**src/rtl/reg_bank.sv**
```systemverilog
// ---------------------------------------------------------------------------
// reg_bank -- register file with writeback port, two registered read ports
// and a pending-write scoreboard used for hazard detection.
//
// Optional feature macro: REG_BYPASS_EN
//   defined   : a same-cycle writeback is forwarded into a read port
//               addressing the same register, and that port's hazard term
//               is masked for the cycle.
//   undefined : read ports capture the pre-write register contents and the
//               hazard term stays asserted until the pending bit clears.
//
// Ports
//   clk_in      single clock, all state on rising edge
//   RST         asynchronous active-low reset
//   en_in       writeback enable
//   addr_in     writeback destination register
//   data_in     writeback data
//   rd_addr_a   read port A index
//   rd_addr_b   read port B index
//   issue_en    an instruction with a register destination issues this cycle
//   issue_addr  destination register of the issued instruction
//   data_a      registered read data, port A
//   data_b      registered read data, port B
//   hazard      combinational: a read port addresses an outstanding write
//   pending     scoreboard, bit i = write to register i outstanding
// ---------------------------------------------------------------------------
module reg_bank #(
    parameter int DATA_WIDTH     = 16,
    parameter int REG_ADDR_WIDTH = 4
) (
    input  logic                              clk_in,
    input  logic                              RST,
    input  logic                              en_in,
    input  logic        [REG_ADDR_WIDTH-1:0]  addr_in,
    input  logic signed [DATA_WIDTH-1:0]      data_in,
    input  logic        [REG_ADDR_WIDTH-1:0]  rd_addr_a,
    input  logic        [REG_ADDR_WIDTH-1:0]  rd_addr_b,
    input  logic                              issue_en,
    input  logic        [REG_ADDR_WIDTH-1:0]  issue_addr,
    output logic signed [DATA_WIDTH-1:0]      data_a,
    output logic signed [DATA_WIDTH-1:0]      data_b,
    output logic                              hazard,
    output logic        [2**REG_ADDR_WIDTH-1:0] pending
);

    localparam int NUM_REGS = 2**REG_ADDR_WIDTH;

    logic signed [DATA_WIDTH-1:0] regs [NUM_REGS];
    logic [NUM_REGS-1:0]          pending_next;
    logic                         fwd_a;
    logic                         fwd_b;

`ifdef REG_BYPASS_EN
    assign fwd_a = en_in && (addr_in == rd_addr_a);
    assign fwd_b = en_in && (addr_in == rd_addr_b);
`else
    assign fwd_a = 1'b0;
    assign fwd_b = 1'b0;
`endif

    always_ff @(posedge clk_in or negedge RST) begin
        if (!RST) begin
            for (int i = 0; i < NUM_REGS; i++) begin
                regs[i] <= '0;
            end
        end else if (en_in) begin
            regs[addr_in] <= data_in;
        end
    end

    always_ff @(posedge clk_in or negedge RST) begin
        if (!RST) begin
            data_a <= '0;
            data_b <= '0;
        end else begin
            data_a <= fwd_a ? data_in : regs[rd_addr_a];
            data_b <= fwd_b ? data_in : regs[rd_addr_b];
        end
    end

    // Set is applied after clear so a new writer issued to the register
    // being written back keeps the bit set.
    always_comb begin
        pending_next = pending;
        if (en_in) begin
            pending_next[addr_in] = 1'b0;
        end
        if (issue_en) begin
            pending_next[issue_addr] = 1'b1;
        end
    end

    always_ff @(posedge clk_in or negedge RST) begin
        if (!RST) begin
            pending <= '0;
        end else begin
            pending <= pending_next;
        end
    end

    assign hazard = (pending[rd_addr_a] && !fwd_a) ||
                    (pending[rd_addr_b] && !fwd_b);

endmodule

```
**config.mk**
```make
export PLATFORM = sky130hd
export DESIGN_NAME = reg_bank
export DESIGN_NICKNAME = d
export VERILOG_FILES = /design/src/rtl/reg_bank.sv
export SDC_FILE = /design/constraint.sdc
export NUM_CORES = 1
export LEC_CHECK = 0
export ABC_AREA = 1
export ABC_CLOCK_PERIOD_IN_PS = 3190
export CORE_MARGIN = 2
export CORE_UTILIZATION = 30
export DETAILED_ROUTE_END_ITERATION = 16
export MAX_ROUTING_LAYER = met4
export PLACE_DENSITY = 0.45
export SLEW_MARGIN = 5
export SYNTH_ARGS = -nofsm -noshare
export SYNTH_HDL_FRONTEND = slang
export SYNTH_SLANG_ARGS = --single-unit
```
**constraint.sdc**
```tcl
create_clock -name clk_in -period 3.19 [get_ports clk_in]
set_clock_uncertainty 0.15 [all_clocks]
set_input_delay 0.4785 -clock clk_in [delete_from_list [all_inputs] [get_ports clk_in]]
set_output_delay 0.4785 -clock clk_in [all_outputs]
set_load 0.05 [all_outputs]
```
==> results.tsv, run 1 <==
metric	value	unit
status	finished clean	
register area share after synthesis	0.484	
starting density of the core	0.305	
Die Wd	233	um
final wirelength	56000	um
CTS Buffer Depth	3	
TritonCTS clock tree	built	
Final Critical Period	2.51	ns
largest family of logic cells by synthesized area	compound AO/OA/AOI/OAI gates	
VDD IR max	0.288	mV
root buffer selected by CTS	clkbuf_16	
Synth Area in Adders	0	
Die Area	0.0542	mm2
# fillers	5367	
Synth Register Bits	304	
top routing layer in use	met4	
final instance area	0.0183	mm2
Max Slew Vio Count	0	
post-synthesis compound-gate area fraction	0.231	
cell count after synthesis	2029	
post-synthesis mux area share	0	
Setup crit end kind	output pin	
Max H-tree Level	2	
WHS Path Cells	4	
YS warnings	0	
Iter 0 DRT Violations	1405	
worst min path class	in2reg	
cts bufs inserted	37	
pin count of the biggest net entering global routing	139	
R2R cell count	6	
synth top area cells	dfrtp_1 48%, nand2_1 11%, nand3_1 7.2%, o21ai_0 6.3%, o211ai_1 6.1%	
Clk Latency, worst-skew pair	0.55	ns
Synth Area in XOR/XNOR	0	
RSZ-0062 raised after global routing	false	
max-cap viol count	0	
initial antenna violation count	4	
IO Count	85	
vias	14300	
Post-Synth Simple-Gate Area	0.190	
power per cell area	662	mW/mm2
overall fraction of global-route tracks in use	0.218	
total negative setup slack	0	ns
setup repair bufs after CTS	0	
fin crit share	0.786	
DRT met1 WL	25800	um
Core Box Area	0.0515	mm2
Mapped Area	0.0157	mm2
Crit Path Max Fanout	9	
via/cell ratio	5.24	
CP arrival	1.88	ns
TritonRoute pass-1 iters	5	
GRT overflow	0	
Crit path required time	2.56	ns
clock-pin transition on the worst setup and hold timing paths	0.06	ns
Max transition margin	0.442	
row count	83	
vias in the first global route	13900	
average wire per standard cell	20.5	um
leak pwr	0.00802	uW
Critical Path Source Type	primary input	
global-route wire length before repair	86900	um
Nets	2062	
top cell type's share of synthesized area	0.484	
fmax	399	MHz
total area of sequential cells	0.00761	mm2
Least-Margin Pin Slew	0.837	ns
syn_nets	2065	
post-synth cell types	22	
share of layout cells above drive strength 1	0.0634	
met2 wire len	25200	um
drt drc	0	
DIE HEIGHT	233	um
Routability Congestion	0.854	
fin util	0.356	
Post-DRT Antenna Nets	0	
area of the multi-input gates	0.00666	mm2
wire length on met3	3260	um
area growth from synthesis to layout	16.7	%
dpl cell area	0.0171	mm2
Detail Placement HPWL	33700	um
hold violation count in the final report	0	
Worst Setup Path Type	in2out	
port buffer count	84	
# setup viols final	0	
Sink Count	304	
Yosys top cell by area	dfrtp_1	
synthesized area per cell	7.74	um2
==> repair_timing <==
item / 4_1_cts / 5_1_grt
endpoints found under the setup margin: 0 / 0
resized for setup: 0 / 0
endpoints found under the hold margin: 61 / 0
hold buffers: 1 / 0
==> critical path, stage by stage <==
cell,delay (ns)
clkdlybuf4s50_1,0.53
buf_4,0.26
clkinv_1,0.13
nand3_1,0.10
nand2_1,0.05
inv_1,0.04
nand2_1,0.08
buf_4,0.20
==> sequential cells by signal, summed over array words and instances, names as in the netlist <==
signal and cells:
regs 256, data_a 16, pending 16, data_b 16
==> layout make-up <==
type,count,share of cell area
Timing Repair Buffer,130,0.0724
Clock buffer,56,0.0605
Clock inverter,9,0.00430
Inverter,188,0.0385
Antenna cell,2,0.000273
Multi-Input combinational cell,1365,0.363
Tap cell,680,0.0464
Sequential cell,304,0.415
==> synth_stat cells (all sizes together) <==
cell type	instances
o211ai	128
o22ai	11
buf	110
clkinv	4
a21oi	144
nor2	35
inv	184
o21ai	369
clkbuf	62
nand3b	1
nor3	1
o32ai	4
nand2	447
nand3	225
dfrtp	304
==> cells in the final DEF (no fill, tap or decap), drive strengths merged <==
| cell type | synthesis | routed |
|---|---|---|
| a21oi | 144 | 144 |
| buf | 110 | 53 |
| bufinv | 0 | 1 |
| clkbuf | 62 | 56 |
| clkdlybuf4s50 | 0 | 76 |
| clkinv | 4 | 9 |
| clkinvlp | 0 | 2 |
| dfrtp | 304 | 304 |
| diode | 0 | 2 |
| dlygate4sd3 | 0 | 1 |
| inv | 184 | 185 |
| nand2 | 447 | 447 |
| nand3 | 225 | 225 |
| nand3b | 1 | 1 |
| nor2 | 35 | 35 |
| nor3 | 1 | 1 |
| o211ai | 128 | 128 |
| o21ai | 369 | 369 |
| o22ai | 11 | 11 |
| o32ai | 4 | 4 |
==> report_power, final <==
part	switching [uW]	total, uW	internal, uW
logic	1860	2820	959
clock network	1740	4220	2480
registers	416	5100	4690
total	4020	12100	8130
==> stage by stage <==
stage / hold slack, ns / std cells / power (uW) / setup slack, ns
after global placement: 0.331 / 2666 / 7950 / 0.687
after CTS: 0.236 / 2732 / 12300 / 0.720
after global routing: 0.308 / 2733 / 12900 / 0.651
after floorplan: 0.0329 / 2029 / 7030 / 1.03
after detailed placement: 0.336 / 2666 / 7990 / 0.653
final: 0.257 / 2734 / 12100 / 0.682
==> worst paths after layout <==
kind	startpoint	to	slack [ns]
hold / removal	rd_addr_b[2]	data_b[0]$_DFF_PN0_	0.26
setup / recovery	rd_addr_b[3]	hazard	0.68
setup reg to reg	regs[197]$_DFFE_PN0P_	data_a[5]$_DFF_PN0_	1.84
hold reg to reg	regs[254]$_DFFE_PN0P_	regs[254]$_DFFE_PN0P_	0.34
max in group asynchronous	RST	data_b[14]$_DFF_PN0_	1.55
min in group asynchronous	RST	regs[225]$_DFFE_PN0P_	0.35
==> layer usage <==
| metal | GRT usage | vias to the layer above |
|---|---|---|
| met5 | - | - |
| met4 | 0.0788 | 0 |
| met3 | 0.0326 | 98 |
| met2 | 0.334 | 505 |
| met1 | 0.292 | 6888 |
| li1 | - | 6841 |
==> cells by family (layout without fill, tap and decap cells) <==
| kind of cell | Yosys count | count (layout) |
|---|---|---|
| other | 0 | 2 |
| AND/OR/NAND/NOR | 709 | 709 |
| buffers and inverters | 360 | 383 |
| flip-flops | 304 | 304 |
| AO/OA/AOI/OAI | 656 | 656 |
(Power assumes the default switching activity.)
==> run 2: changes to the inputs <==
- ABC_CLOCK_PERIOD_IN_PS: 3190 -> 2500
- clock period: 3.19 -> 2.5 ns (I/O delays scaled with it)
==> run 2 against run 1 <==
Against the previous run: clock power grew 30%; final area rose by 1.9%; utilization rose by 0.68 points; setup slack worse by 0.51 ns; cell count increased by 0.59%; total power up 29%; largest power group unchanged.
==> results.tsv, run 2 (synthesized netlist as in run 1, its figures left out) <==
metric	value	unit
port buffer count	84	
VDD IR max	0.423	mV
GRT overflow	0	
post-CTS sizing	0	
most frequent cells in the layout	447 x nand2_1, 304 x dfrtp_1, 224 x nand3_1	
Setup crit end kind	output pin	
Die Area	0.0542	mm2
Top delay family on crit path	buffers and inverters	
leak pwr	0.00818	uW
most flop-heavy register	regs	
starting density of the core	0.305	
power per cell area	836	mW/mm2
final instance area	0.0187	mm2
Detail Placement HPWL	33100	um
fin crit share	0.932	
Die Wd	233	um
most common cell after layout, fill and taps aside	nand2_1	
fmax	429	MHz
max-cap viol count	0	
fin util	0.363	
worst r2r dst	data_a[11]$_DFF_PN0_	
Iter 0 DRT Violations	1258	
initial antenna violation count	2	
Max Slew Vio Count	0	
Least-Margin Pin Slew	0.746	ns
Routability Congestion	0.832	
pin count of the biggest net entering global routing	137	
internal cell power	10500	uW
drt drc	0	
DIE HEIGHT	233	um
IO Count	85	
Clk Latency, worst-skew pair	0.55	ns
root buffer selected by CTS	clkbuf_16	
part of the power in registers	0.416	
R2R cell count	6	
share of layout cells above drive strength 1	0.0715	
max reg flops	256	
Worst Setup Path Type	reg2out	
average wire per standard cell	20.9	um
Final Critical Period	2.33	ns
vias	14400	
worst min path class	in2async	
overall fraction of global-route tracks in use	0.221	
# fillers	5336	
total negative setup slack	0	ns
Sink Count	304	
Crit Path Max Fanout	1	
# setup viols final	0	
hold violation count in the final report	0	
CP max-delay cell	clkdlybuf4s50_1	
cts bufs inserted	38	
RSZ-0062 raised after global routing	false	
TritonRoute pass-1 iters	5	
global-route wire length before repair	87100	um
clock share of power	0.351	
Post-Place Cells	2683	
Max transition margin	0.502	
vias in the first global route	13500	
sw frac	0.327	
reg2reg setup slack	1.21	ns
Comb power frac	0.233	
antenna diode count	0	
Critical Path Source Type	flip-flop	
Crit Reg-Reg Startpoint	regs[171]$_DFFE_PN0P_	
clock-pin transition on the worst setup and hold timing paths	0.06	ns
Post-DRT Antenna Nets	0	
via/cell ratio	5.22	
Core Box Area	0.0515	mm2
CP peak stage delay	0.83	ns
status	finished clean	
CP arrival	1.81	ns
dpl cell area	0.0175	mm2
non-filler cells, final	2750	
area growth from synthesis to layout	19.0	%
TritonCTS clock tree	built	
Crit path required time	1.98	ns
P_sw	5110	uW
WP buf/inv	1	
area of the multi-input gates	0.00666	mm2
CP cell instances	clkdlybuf4s50_1	
total area of sequential cells	0.00761	mm2
final wirelength	57400	um
row count	83	
CTS Buffer Depth	3	
Max H-tree Level	2	
Nets	2080	
[run 2: cell count changes in the layout (fill, tap and decap cells not counted), sizes merged]
cell	before	now
buf	53	70
clkbuf	56	58
diode	2	0
clkinv	9	10
clkinvlp	2	1
inv	185	184
[run 2: how the worst max path moves through the flow]
stage / start / end / slack [ns] / depth (start not counted)
floorplan: pending[3]$_DFF_PN0_ / hazard / 0.54 / 8
global placement: addr_in[1] / regs[218]$_DFFE_PN0P_ / 0.25 / 9
detailed placement: en_in / regs[113]$_DFFE_PN0P_ / 0.28 / 6
CTS: data_a[2]$_DFF_PN0_ / data_a[2] / 0.14 / 1
global route: pending[1]$_DFF_PN0_ / hazard / 0.1 / 9
finish: data_a[2]$_DFF_PN0_ / data_a[2] / 0.17 / 1
[run 2: power by group through the flow]
stage | Combinational [uW] | Sequential (uW) | Clock, uW
final | 3640 | 6510 | 5490
after global routing | 4090 | 6630 | 5850
after CTS | 3660 | 6500 | 5640
after detailed placement | 3650 | 6580 | 0
after global placement | 3590 | 6560 | 0
after floorplan | 2050 | 6920 | 0
[run 2: what timing repair did]
item | in CTS | in global routing
endpoints found under the setup margin | 0 | 0
setup buffers | 0 | 0
endpoints found under the hold margin | 48 | 0
hold buffers | 1 | 0
[run 2: worst reg2reg max path, cell delays in order, from the launching register on]
cell     delay, ns
dfrtp_1       0.36
inv_1         0.09
a21oi_1       0.06
o21ai_0       0.10
nand3_1       0.10
nand3_1       0.13
nand2_1       0.15
[run 2: layer usage]
metal  GRT usage  wire length [um]
met1       0.304             26700
met2       0.331             25400
met3      0.0289              3260
met4      0.0842              2030
met5           -                 0
[run 2: layout make-up]
cell class,instances,area share
flip-flops and latches,304,0.407
multi-input cells,1365,0.356
repair buffers,147,0.0880
clock buffers,58,0.0620
well taps,680,0.0455
inverters,188,0.0378
clock inverters,8,0.00361
[run 2: metrics by stage]
stage               hold slack [ns]  setup WS [ns]  total power, uW
floorplan                   -0.0706          0.540             8970
global placement              0.219          0.248            10200
detailed placement            0.202          0.281            10200
CTS                           0.211          0.141            15800
global route                  0.257         0.0974            16600
finish                        0.208          0.169            15600
